<file path="src/rtl/cellrv32_cpu_cp_fpu_i2f.sv">
// Integer to binary32 converter (FCVT.S.W / FCVT.S.WU) for the FPU co-processor.
// Multi-cycle: normalization shifts one bit per cycle, then a single rounding step.
module cellrv32_cpu_cp_fpu_i2f #(
  parameter int XLEN = 32
) (
  input  logic            clk_i,
  input  logic            rstn_i,
  input  logic            start_i,
  input  logic [2:0]      rmode_i,
  input  logic            funct_i,
  input  logic [XLEN-1:0] int_i,
  output logic [31:0]     result_o,
  output logic [4:0]      flags_o,
  output logic            done_o
);

  typedef enum logic [2:0] {
    S_IDLE      = 3'd0,
    S_PREPARE   = 3'd1,
    S_NORMALIZE = 3'd2,
    S_ROUND     = 3'd3,
    S_FINALIZE  = 3'd4
  } state_t;

  state_t state, state_nxt;

  logic [2:0]      mode;
  logic            sign;
  logic [XLEN-1:0] mag;
  logic [7:0]      exp;
  logic [22:0]     mant;
  logic            zero;
  logic            nx;

  logic            load;
  logic            finish;
  logic            in_sign;
  logic [XLEN-1:0] in_mag;

  logic [22:0]     mant_raw;
  logic            g_bit, r_bit, s_bit, inexact, inc;
  logic [23:0]     mant_sum;
  logic [22:0]     mant_rnd;
  logic [7:0]      exp_rnd;

  // State register
  always_ff @(posedge clk_i or negedge rstn_i) begin
    if (!rstn_i) state <= S_IDLE;
    else         state <= state_nxt;
  end

  // Next-state logic
  always_comb begin
    state_nxt = S_IDLE;
    case (state)
      S_IDLE:      state_nxt = start_i ? S_PREPARE : S_IDLE;
      S_PREPARE:   state_nxt = (mag == '0) ? S_FINALIZE : S_NORMALIZE;
      S_NORMALIZE: state_nxt = mag[XLEN-1] ? S_ROUND : S_NORMALIZE;
      S_ROUND:     state_nxt = S_FINALIZE;
      S_FINALIZE:  state_nxt = S_IDLE;
      default:     state_nxt = S_IDLE;
    endcase
  end

  // State-decoded control strobes
  always_comb begin
    load   = (state == S_IDLE) && start_i;
    finish = (state == S_FINALIZE);
  end

  // Operand sign/magnitude extraction at start
  always_comb begin
    in_sign = ~funct_i & int_i[XLEN-1];
    in_mag  = in_sign ? ('0 - int_i) : int_i;
  end

  // Rounding decision on the normalized magnitude (hidden bit is mag[31])
  always_comb begin
    mant_raw = mag[30:8];
    g_bit    = mag[7];
    r_bit    = mag[6];
    s_bit    = |mag[5:0];
    inexact  = g_bit | r_bit | s_bit;
    case (mode)
      3'b000:  inc = g_bit & (r_bit | s_bit | mant_raw[0]);
      3'b010:  inc = sign & inexact;
      3'b011:  inc = ~sign & inexact;
      3'b100:  inc = g_bit;
      default: inc = 1'b0;
    endcase
    mant_sum = {1'b0, mant_raw} + 24'd1;
    mant_rnd = mant_raw;
    exp_rnd  = exp;
    if (inc) begin
      // a carry out leaves sum[22:0] all zero, which is the required mantissa
      mant_rnd = mant_sum[22:0];
      exp_rnd  = exp + {7'd0, mant_sum[23]};
    end
  end

  // Datapath and output registers
  always_ff @(posedge clk_i or negedge rstn_i) begin
    if (!rstn_i) begin
      mode     <= '0;
      sign     <= 1'b0;
      mag      <= '0;
      exp      <= '0;
      mant     <= '0;
      zero     <= 1'b0;
      nx       <= 1'b0;
      result_o <= '0;
      flags_o  <= '0;
      done_o   <= 1'b0;
    end else begin
      done_o <= 1'b0;
      if (load) begin
        mode <= rmode_i;
        sign <= in_sign;
        mag  <= in_mag;
        zero <= 1'b0;
        nx   <= 1'b0;
      end
      case (state)
        S_PREPARE: begin
          if (mag == '0) zero <= 1'b1;
          else           exp  <= 8'd158;
        end
        S_NORMALIZE: begin
          if (!mag[XLEN-1]) begin
            mag <= mag << 1;
            exp <= exp - 8'd1;
          end
        end
        S_ROUND: begin
          mant <= mant_rnd;
          exp  <= exp_rnd;
          nx   <= inexact;
        end
        default: ;
      endcase
      if (finish) begin
        result_o <= zero ? 32'h0 : {sign, exp, mant};
        flags_o  <= {4'b0000, nx & ~zero};
        done_o   <= 1'b1;
      end
    end
  end

endmodule
</file>
<file path="config.mk">
export PLATFORM = sky130hd
export DESIGN_NAME = cellrv32_cpu_cp_fpu_i2f
export DESIGN_NICKNAME = d
export VERILOG_FILES = /design/src/rtl/cellrv32_cpu_cp_fpu_i2f.sv
export SDC_FILE = /design/constraint.sdc
export NUM_CORES = 1
export LEC_CHECK = 0
export ABC_CLOCK_PERIOD_IN_PS = 3870
export BUFFER_PORTS_ARGS = -buffer_cell sky130_fd_sc_hd__buf_2
export CAP_MARGIN = 40
export CORE_MARGIN = 2
export CORE_UTILIZATION = 46
export CTS_CLUSTER_SIZE = 40
export DETAILED_ROUTE_END_ITERATION = 8
export GPL_TIMING_DRIVEN = 0
export PLACE_DENSITY = 0.66
export SLEW_MARGIN = 0
export SYNTH_ARGS = -nofsm -noshare
export SYNTH_HDL_FRONTEND = slang
export SYNTH_SLANG_ARGS = --single-unit
</file>
<file path="constraint.sdc">
create_clock -name clk_i -period 3.87 [get_ports clk_i]
set_clock_uncertainty 0.2 [all_clocks]
set_input_delay 0 -clock clk_i [delete_from_list [all_inputs] [get_ports clk_i]]
set_output_delay 0 -clock clk_i [all_outputs]
set_load 0.02 [all_outputs]
</file>
==> results.sh, run 1 <==
export IMPL_cp_end_kind="register"
export IMPL_first_global_vias=4976
export IMPL_synthMuxAreaShare_pct=0.6714
export IMPL_layout_min_cycle_time_ps=3609
export IMPL_area_growth_pct=22.58
export IMPL_row_count=41
export IMPL_vias=5088
export IMPL_track_usage_pct=21.25
export IMPL_nets=844
export IMPL_drt_iter0_drc=327
export IMPL_ys_ff_latch=106
export IMPL_synth_common_cells="dfrtp_1 (106), nand2_1 (95), o21ai_0 (52)"
export IMPL_hold_violations=0
export IMPL_synth_top_family_by_area="simple AND/OR/NAND/NOR gates"
export IMPL_viasPerCell=5.240
export IMPL_ys_flop_type="dfrtp_1"
export IMPL_dpl_worst_slack_ps=284.7
export IMPL_cts_root_buf="clkbuf_16"
export IMPL_synth_compound_area_share_pct=17.69
export IMPL_fmax_mhz=277.1
export IMPL_floorplan_die_area_um2=13890
export IMPL_syn_inst=664
export IMPL_cp_required_ps=3900
export IMPL_rsz0062_at_grt="false"
export IMPL_fin_tns_setup_ps=0
export IMPL_synth_area_leaders="dfrtp_1 (44%), nand2_1 (6.0%), xnor2_1 (5.1%), o21ai_0 (4.4%), nand2b_1 (3.7%)"
export IMPL_synth_area_per_cell_um2=8.981
export IMPL_setup_slack_ps=261.1
export IMPL_htree_levels=3
export IMPL_status="completed"
export IMPL_drive_gt1_share_pct=14.27
export IMPL_clock_latency_ps=340
export IMPL_synth_top_cell_by_area="dfrtp_1"
export IMPL_filler_cell_count=1177
export IMPL_peakVddDrop_uv=256.6
export IMPL_hold_class="in2reg"
export IMPL_finalMaxSlewViolations=0
export IMPL_grt_antenna_before_repair=0
export IMPL_yosys_area_share_simple_pct=21.74
export IMPL_path_clk_slew_ps=70
export IMPL_start_util_pct=47.25
export IMPL_io_buffers=72
export IMPL_wl_per_cell_um=14.73
export IMPL_postRouteAntennaNets=0
export IMPL_yosys_warnings=0
export IMPL_setup_violations_final=0
export IMPL_synth_async_reset_ratio_pct=100.0
export IMPL_cts_tree="yes"
export IMPL_cts_buffers=9
export IMPL_ys_seq_area_share_pct=44.48
export IMPL_drt_total_wl_um=14300
export IMPL_tightest_slew_ps=741.9
export IMPL_syn_area_um2=5963
export IMPL_yosys_cell_types_count=58
export IMPL_maxCapViolations=0
export IMPL_place_gp_congestion=0.8106
export IMPL_cp_max_fo=10
export IMPL_die_h_um=117.9
export IMPL_clock_path_buffers=2
export IMPL_startpoint_type="register"
export IMPL_grt_overflow=0
export IMPL_drc=0
export IMPL_grt_max_degree=59
export IMPL_io_pins=77
export IMPL_antenna_cells=0
export IMPL_die_x_um=117.9
export IMPL_arrival_ps=3640
export IMPL_relSlewSlack_pct=50.54
export IMPL_post_route_period_util_pct=93.25
export IMPL_core_area_um2=12620
export IMPL_fin_util_pct=57.92
export IMPL_firstDrtPassIters=4
export IMPL_synth_top_cell_area_share_pct=44.48
export IMPL_dp_hpwl_um=10700
export IMPL_cts_sinks=106
export IMPL_critPathKind="reg2reg"
export IMPL_synth_edf_count=0
export IMPL_synth_xor_area_share_pct=8.519
export IMPL_powerDensity_nw_per_um2=735.4
export IMPL_synth_adder_area_share_pct=2.434
export IMPL_grt_pass1_wl_um=24340
export IMPL_synth_most_common_cell="dfrtp_1"
export IMPL_power_leakage_nw=3.115
[state kept, by name (all words and copies together), names as in the netlist]
signal / flops
done_o: 1
exp: 8
flags_o: 1
mag: 32
mant: 23
mode: 3
nx: 1
result_o: 32
sign: 1
state: 3
zero: 1
[cells in the final DEF, fill, tap and decap left out, types with 3 or more instances in the layout]
| cell type | n |
|---|---|
| inv_1 | 14 |
| o21ai_1 | 36 |
| dfrtp_1 | 106 |
| buf_4 | 6 |
| o31ai_1 | 11 |
| a22oi_1 | 16 |
| dlygate4sd3_1 | 42 |
| conb_1 | 4 |
| buf_2 | 78 |
| o21ai_0 | 52 |
| o22ai_1 | 3 |
| nor2_1 | 42 |
| and3_1 | 3 |
| a31oi_1 | 10 |
| nand3_1 | 13 |
| nor3b_1 | 3 |
| mux2i_1 | 4 |
| nand2_1 | 95 |
| nor3_1 | 9 |
| clkbuf_16 | 9 |
| nand3b_1 | 3 |
| nor4_1 | 17 |
| xor2_1 | 23 |
| nand4_1 | 7 |
| xnor2_1 | 35 |
| nand2b_1 | 35 |
| a21oi_1 | 20 |
| nor4b_1 | 6 |
| buf_1 | 3 |
| clkbuf_1 | 32 |
| nor2b_1 | 3 |
| o41ai_1 | 3 |
| or3_1 | 5 |
| ha_1 | 10 |
[cell families (layout without fill, tap and decap cells)]
kind of cell	Yosys count	after routing
and+or+nand+nor	255	255
DFF	106	106
AOI/OAI and AO/OA	168	168
muxes	4	4
adders and majority gates	11	11
xor gates and xnor gates	58	58
buffers and inverters	61	193
other	1	4
[power breakdown]
group          leakage [nW]  internal (W)  switching [W]
Combinational          1.63      0.000978        0.00149
Clock                 0.149      0.000521       0.000412
Sequential             1.33       0.00159       0.000387
[metal layers]
metal	track usage, %	vias up	wire length [um]
li1	-	2575	-
met1	29.12	2384	6801
met2	35.39	116	6792
met3	2.568	13	518
met4	6.476	0	188
met5	0	-	0
[through the flow]
step	instances	power, W	instance area, um2	hold WS, ps
2_1_floorplan	667	0.003705	5974	-495.6
3_3_place_gp	911	0.004335	6550	-8.804
3_5_place_dp	913	0.004436	6585	-84.16
4_1_cts	971	0.005407	7310	15.14
5_1_grt	971	0.005816	7310	96.53
6_report	971	0.005376	7310	37.67
[layout make-up]
class / count / area (um2) / share of cell area (%)
Clock buffer: 10 / 239.0 / 3.269
Timing Repair Buffer: 116 / 815.8 / 11.16
Multi-Input combinational cell: 500 / 3059 / 41.85
Buffer: 47 / 210.2 / 2.876
Sequential cell: 106 / 2653 / 36.29
Tap cell: 172 / 215.2 / 2.944
Clock inverter: 6 / 65.06 / 0.8901
Inverter: 14 / 52.55 / 0.7189
[final timing paths]
kind	startpoint	endpoint	slack, ps	cells after the start
max	state[1]	exp[6]	260	12
min	int_i[8]	mag[8]	40	5
max reg2reg	state[1]	exp[6]	260	12
min reg2reg	result_o[7]	result_o[7]	270	2
max in group asynchronous	rstn_i	mag[14]	2700	3
min in group asynchronous	rstn_i	result_o[27]	70	2
[critical path, cell delays in order (launching register included)]
cell and delay, ps:
dfrtp_1 400, clkbuf_1 340, nand3b_1 330, clkbuf_1 290, or2_2 340, ha_1 210
fa_1 410, a21o_1 190, a21oi_1 220, o21bai_1 90, a21oi_1 180, xnor2_1 90
a31o_1 210
[timing repair]
item,in CTS,in global routing
buffers inserted,0,0
hold endpoints to repair,92,0
hold buffers,42,0
resized for setup,0,0
No activity file was read; power rests on OpenSTA's default activity.
==> run 2: changes to the inputs <==
--- a/config.mk
+++ b/config.mk
@@ -5,9 +5,9 @@
 export SDC_FILE = /design/constraint.sdc
 export NUM_CORES = 1
 export LEC_CHECK = 0
-export ABC_CLOCK_PERIOD_IN_PS = 3870
+export ABC_CLOCK_PERIOD_IN_PS = 3600
 export BUFFER_PORTS_ARGS = -buffer_cell sky130_fd_sc_hd__buf_2
-export CAP_MARGIN = 40
+export CAP_MARGIN = 10
 export CORE_MARGIN = 2
 export CORE_UTILIZATION = 46
 export CTS_CLUSTER_SIZE = 40
==> constraint.sdc (replaced) <==
create_clock -name clk_i -period 3.6 [get_ports clk_i]
set_clock_uncertainty 0.2 [all_clocks]
set_input_delay 0 -clock clk_i [delete_from_list [all_inputs] [get_ports clk_i]]
set_output_delay 0 -clock clk_i [all_outputs]
set_load 0.02 [all_outputs]
==> run 2 against run 1 <==
Hold slack lost 13 ps. Die area unchanged. Routed wire length is 1.4% lower. Worst setup slack worse by 65 ps. Power rose by 7.8%.
==> results.sh, run 2 (synthesis results as in run 1) <==
export IMPL_area_growth_pct=23.35
export IMPL_startpoint_type="register"
export IMPL_whs_ps=24.68
export IMPL_register_area_um2=2653
export IMPL_post_route_period_util_pct=94.55
export IMPL_rsz0062_at_grt="false"
export IMPL_die_h_um=117.9
export IMPL_fmax_mhz=293.8
export IMPL_antenna_cells=0
export IMPL_postRouteAntennaNets=0
export IMPL_fin_tns_setup_ps=0
export IMPL_path_clk_slew_ps=70
export IMPL_vias=5101
export IMPL_filler_cell_count=1176
export IMPL_r2r_setup_slack_ps=200
export IMPL_setup_violations_final=0
export IMPL_row_count=41
export IMPL_cts_buffers=9
export IMPL_status="completed"
export IMPL_final_common_cell="dfrtp_1"
export IMPL_maxCapViolations=0
export IMPL_grt_antenna_before_repair=0
export IMPL_relSlewSlack_pct=36.37
export IMPL_power_leakage_nw=3.134
export IMPL_hold_class="in2reg"
export IMPL_crit_top_cell="a21oi_1"
export IMPL_core_area_um2=12620
export IMPL_floorplan_die_area_um2=13890
export IMPL_multi_input_area_um2=3059
export IMPL_critPathBufInv=1
export IMPL_cts_tree="yes"
export IMPL_grt_pass1_wl_um=24340
export IMPL_tightest_slew_ps=947.2
export IMPL_wl_per_cell_um=14.50
export IMPL_cts_sinks=106
export IMPL_drt_iter0_drc=285
export IMPL_reg_top3="mag x32, result_o x32, mant x23"
export IMPL_crit_family="compound AO/OA/AOI/OAI gates"
export IMPL_io_pins=77
export IMPL_drt_total_wl_um=14100
export IMPL_grt_overflow=0
export IMPL_die_x_um=117.9
export IMPL_track_usage_pct=21.36
export IMPL_cp_end_kind="register"
export IMPL_grt_max_degree=77
export IMPL_clock_path_buffers=2
export IMPL_io_buffers=72
export IMPL_cp_required_ps=3650
export IMPL_cts_root_buf="clkbuf_16"
export IMPL_finalMaxSlewViolations=0
export IMPL_first_global_vias=4986
export IMPL_crit_chain="and3_1 > nand3_1 > clkbuf_4 > nor4_1 > or2_2 > ha_1 > fa_1 > a21o_1 > a21oi_1 > o21bai_1 > a21oi_1 > xnor2_1 > a31o_1"
export IMPL_drc=0
export IMPL_cp_slowest_cell="dfrtp_1"
export IMPL_hold_violations=0
export IMPL_critPathKind="reg2reg"
export IMPL_peakVddDrop_uv=299.1
export IMPL_nets=845
export IMPL_firstDrtPassIters=4
export IMPL_clock_latency_ps=350
export IMPL_layout_min_cycle_time_ps=3404
export IMPL_drive_gt1_share_pct=14.75
export IMPL_cp_max_fo=10
export IMPL_place_gp_congestion=0.8106
export IMPL_critPathMaxStageDelay_ps=470
export IMPL_layout_common_cells="dfrtp_1 (106), nand2_1 (95), buf_2 (77)"
export IMPL_dp_hpwl_um=10600
export IMPL_htree_levels=3
export IMPL_start_util_pct=47.25
export IMPL_powerDensity_nw_per_um2=787.9
export IMPL_arrival_ps=3450
export IMPL_viasPerCell=5.248
export IMPL_p_total_w=0.005796
[run 2: per-stage QoR]
stage / instance area, um2 / cells / util [%] / setup slack [ps]
after detailed placement: 6580 / 912 / 52.14 / 6.504
after floorplan: 5974 / 667 / - / 420.2
final: 7356 / 972 / 58.29 / 196.3
after CTS: 7358 / 974 / 58.31 / 37.63
after global routing: 7356 / 972 / 58.29 / 10.48
after global placement: 6550 / 911 / 51.90 / 45.68
[run 2: timing repair]
action / 4_1_cts / 5_1_grt
hold buffers: 44 / 0
endpoints found under the hold margin: 141 / 0
resized for setup: 0 / 7
buffers inserted: 2 / 0
endpoints found under the setup margin: 1 / 2
[run 2: layout make-up]
cell class | instances | area share, %
Multi-Input combinational cell | 500 | 41.59
Tap cell | 172 | 2.926
Sequential cell | 106 | 36.06
Buffer | 45 | 2.824
Clock inverter | 6 | 1.004
Timing Repair Buffer | 119 | 11.63
Inverter | 14 | 0.7144
Clock buffer | 10 | 3.249
[run 2: worst paths after layout]
| path | start | end | depth (start not counted) |
|---|---|---|---|
| max | mag[13] | exp[6] | 13 |
| min | int_i[8] | mag[8] | 5 |
| max reg2reg | mag[13] | exp[6] | 13 |
| min reg2reg | result_o[28] | result_o[28] | 2 |
| max in group asynchronous | rstn_i | result_o[18] | 4 |
| min in group asynchronous | rstn_i | result_o[28] | 4 |
[run 2: report_power, final]
part,internal (W),switching (W),total (W),leakage [nW]
Sequential,0.00171,0.000439,0.00215,1.33
Clock,0.000567,0.000457,0.00102,0.147
Combinational,0.00106,0.00157,0.00262,1.65
[run 2: worst min-delay path, stage by stage]
cell and delay (ps):
buf_2 140, xnor2_1 90, nor2_1 120, a211oi_1 70, a21oi_1 110
[run 2: layer usage]
layer	vias up	part of all wire, %	GRT usage, %	routed length (um)
li1	2580	-	-	-
met3	13	3.7	2.859	522
met1	2398	47	28.97	6593
met2	110	48	35.14	6760
met5	-	0	0	0
met4	0	1.6	7.681	221
==> run 3: changes to the inputs <==
--- a/config.mk
+++ b/config.mk
@@ -13,7 +13,7 @@
 export CTS_CLUSTER_SIZE = 40
 export DETAILED_ROUTE_END_ITERATION = 8
 export GPL_TIMING_DRIVEN = 0
-export PLACE_DENSITY = 0.66
+export PLACE_DENSITY = 0.68
 export SLEW_MARGIN = 0
 export SYNTH_ARGS = -nofsm -noshare
 export SYNTH_HDL_FRONTEND = slang
==> run 3 against run 2 <==
Count of clock-buffer cells in the layout shrank 1. Non-clock buffer count is the same. Critical path depth is the same. Die area is the same.
==> results.sh, run 3 (synthesis results as in run 1) <==
export IMPL_status="completed"
export IMPL_switchingPower_w=0.002460
export IMPL_first_global_vias=4990
export IMPL_grt_overflow=0
export IMPL_clock_latency_ps=350
export IMPL_io_pins=77
export IMPL_cp_end_kind="register"
export IMPL_drive_gt1_share_pct=14.77
export IMPL_dp_cells=912
export IMPL_maxCapViolations=0
export IMPL_core_area_um2=12620
export IMPL_cts_root_buf="clkbuf_16"
export IMPL_crit_family="compound AO/OA/AOI/OAI gates"
export IMPL_area_growth_pct=23.06
export IMPL_fmax_mhz=295.4
export IMPL_final_cells=971
export IMPL_drc=0
export IMPL_combPwrFrac_pct=45.6
export IMPL_p_sw_share_pct=42.65
export IMPL_clock_path_buffers=2
export IMPL_relSlewSlack_pct=33.65
export IMPL_dp_hpwl_um=10830
export IMPL_track_usage_pct=21.60
export IMPL_rsz0062_at_grt="false"
export IMPL_drt_total_wl_um=14310
export IMPL_arrival_ps=3420
export IMPL_filler_cell_count=1147
export IMPL_htree_levels=3
export IMPL_post_route_period_util_pct=94.04
export IMPL_drt_iter0_drc=299
export IMPL_cts_tree="yes"
export IMPL_register_area_um2=2653
export IMPL_power_leakage_nw=3.129
export IMPL_place_gp_congestion=0.8289
export IMPL_startpoint_type="register"
export IMPL_layout_min_cycle_time_ps=3385
export IMPL_finalMaxSlewViolations=0
export IMPL_grt_pass1_wl_um=24630
export IMPL_powerDensity_nw_per_um2=785.8
export IMPL_postRouteAntennaNets=0
export IMPL_final_cell_area_um2=7338
export IMPL_cts_buffers=9
export IMPL_vias=5185
export IMPL_antenna_cells=0
export IMPL_crit_chain="and3_1 > nand3_1 > clkbuf_4 > nor4_1 > or2_2 > ha_1 > fa_1 > a21o_1 > a21oi_1 > o21bai_1 > a21oi_1 > xnor2_1 > a31o_1"
export IMPL_critPathKind="reg2reg"
export IMPL_peakVddDrop_uv=267.9
export IMPL_path_clk_slew_ps=70
export IMPL_die_x_um=117.9
export IMPL_hold_violations=0
export IMPL_p_seq_share_pct=37.5
export IMPL_cts_sinks=106
export IMPL_fin_util_pct=58.15
export IMPL_multi_input_area_um2=3064
export IMPL_critPathBufInv=1
export IMPL_internal_power_w=0.003307
export IMPL_reg_top3="mag x32, result_o x32, mant x23"
export IMPL_cp_slowest_cell="dfrtp_1"
export IMPL_clkPwrFrac_pct=16.9
export IMPL_cp_max_fo=10
export IMPL_setup_violations_final=0
export IMPL_io_buffers=72
export IMPL_wl_per_cell_um=14.74
export IMPL_floorplan_die_area_um2=13890
export IMPL_placed_area_um2=6580
export IMPL_viasPerCell=5.340
export IMPL_die_h_um=117.9
export IMPL_firstDrtPassIters=6
export IMPL_start_util_pct=47.25
export IMPL_row_count=41
export IMPL_tightest_slew_ps=987.7
export IMPL_grt_antenna_before_repair=0
export IMPL_critPathMaxStageDelay_ps=450
export IMPL_layout_common_cells="dfrtp_1 (106), nand2_1 (95), buf_2 (77)"
export IMPL_final_common_cell="dfrtp_1"
export IMPL_hold_class="in2reg"
export IMPL_crit_top_cell="a21oi_1"
export IMPL_nets=845
export IMPL_grt_max_degree=74
export IMPL_cp_required_ps=3630
[run 3: area by class of cell]
type,instances,share of cell area [%]
Multi-Input combinational cell,500,41.76
Sequential cell,106,36.15
Timing Repair Buffer,119,11.66
Clock buffer,9,3.069
Tap cell,172,2.933
Buffer,45,2.830
Clock inverter,6,0.8866
Inverter,14,0.7161
[run 3: through the flow]
step | hold slack, ps | setup TNS (ps) | power (W) | setup slack (ps)
6_report | 44.47 | 0 | 0.005766 | 214.6
5_1_grt | 86.45 | 0 | 0.006251 | 9.026
4_1_cts | 30.19 | 0 | 0.005787 | 64.83
3_5_place_dp | -221.7 | -7.323 | 0.004774 | -7.323
3_3_place_gp | -10.15 | 0 | 0.004657 | 40.60
2_1_floorplan | -495.6 | 0 | 0.003983 | 420.2
[run 3: worst reg2reg max path, cell delays in order (launching register included)]
cell,delay (ps)
dfrtp_1,450
and3_1,220
nand3_1,180
clkbuf_4,240
nor4_1,70
or2_2,300
ha_1,210
fa_1,410
a21o_1,190
a21oi_1,210
o21bai_1,100
a21oi_1,180
xnor2_1,80
a31o_1,210
[run 3: per-layer routing]
layer	part of all wire, %	GRT usage [%]	vias to the layer above
li1	-	-	2581
met1	45	28.63	2448
met2	49	36.66	137
met3	3.8	2.326	19
met4	1.8	7.907	0
met5	0	0	-
[run 3: what timing repair did]
| action | CTS | global route |
|---|---|---|
| hold buffers | 44 | 0 |
| endpoints found under the setup margin | 1 | 2 |
| endpoints found under the hold margin | 141 | 0 |
| resized for setup | 0 | 8 |
| pin swaps | 1 | 0 |
| setup buffers | 0 | 2 |
[run 3: final timing paths]
| kind | from | to | slack (ps) | cells past startpoint |
|---|---|---|---|---|
| worst max-delay path | mag[14] | exp[6] | 210 | 13 |
| worst min-delay path | int_i[8] | mag[8] | 40 | 5 |
| worst max register to register | mag[14] | exp[6] | 210 | 13 |
| worst min register to register | result_o[15] | result_o[15] | 280 | 2 |
| max in group asynchronous | rstn_i | mag[24] | 2330 | 4 |
| min in group asynchronous | rstn_i | result_o[25] | 520 | 4 |
[run 3: power by group through the flow]
| stage | Combinational, W | Clock, W | Sequential (W) |
|---|---|---|---|
| after CTS | 0.00264 | 0.000991 | 0.00215 |
| after global placement | 0.00254 | 0 | 0.00212 |
| final | 0.00263 | 0.000976 | 0.00216 |
| after floorplan | 0.00176 | 0 | 0.00223 |
| after global routing | 0.00297 | 0.00105 | 0.00224 |
| after detailed placement | 0.00262 | 0 | 0.00215 |
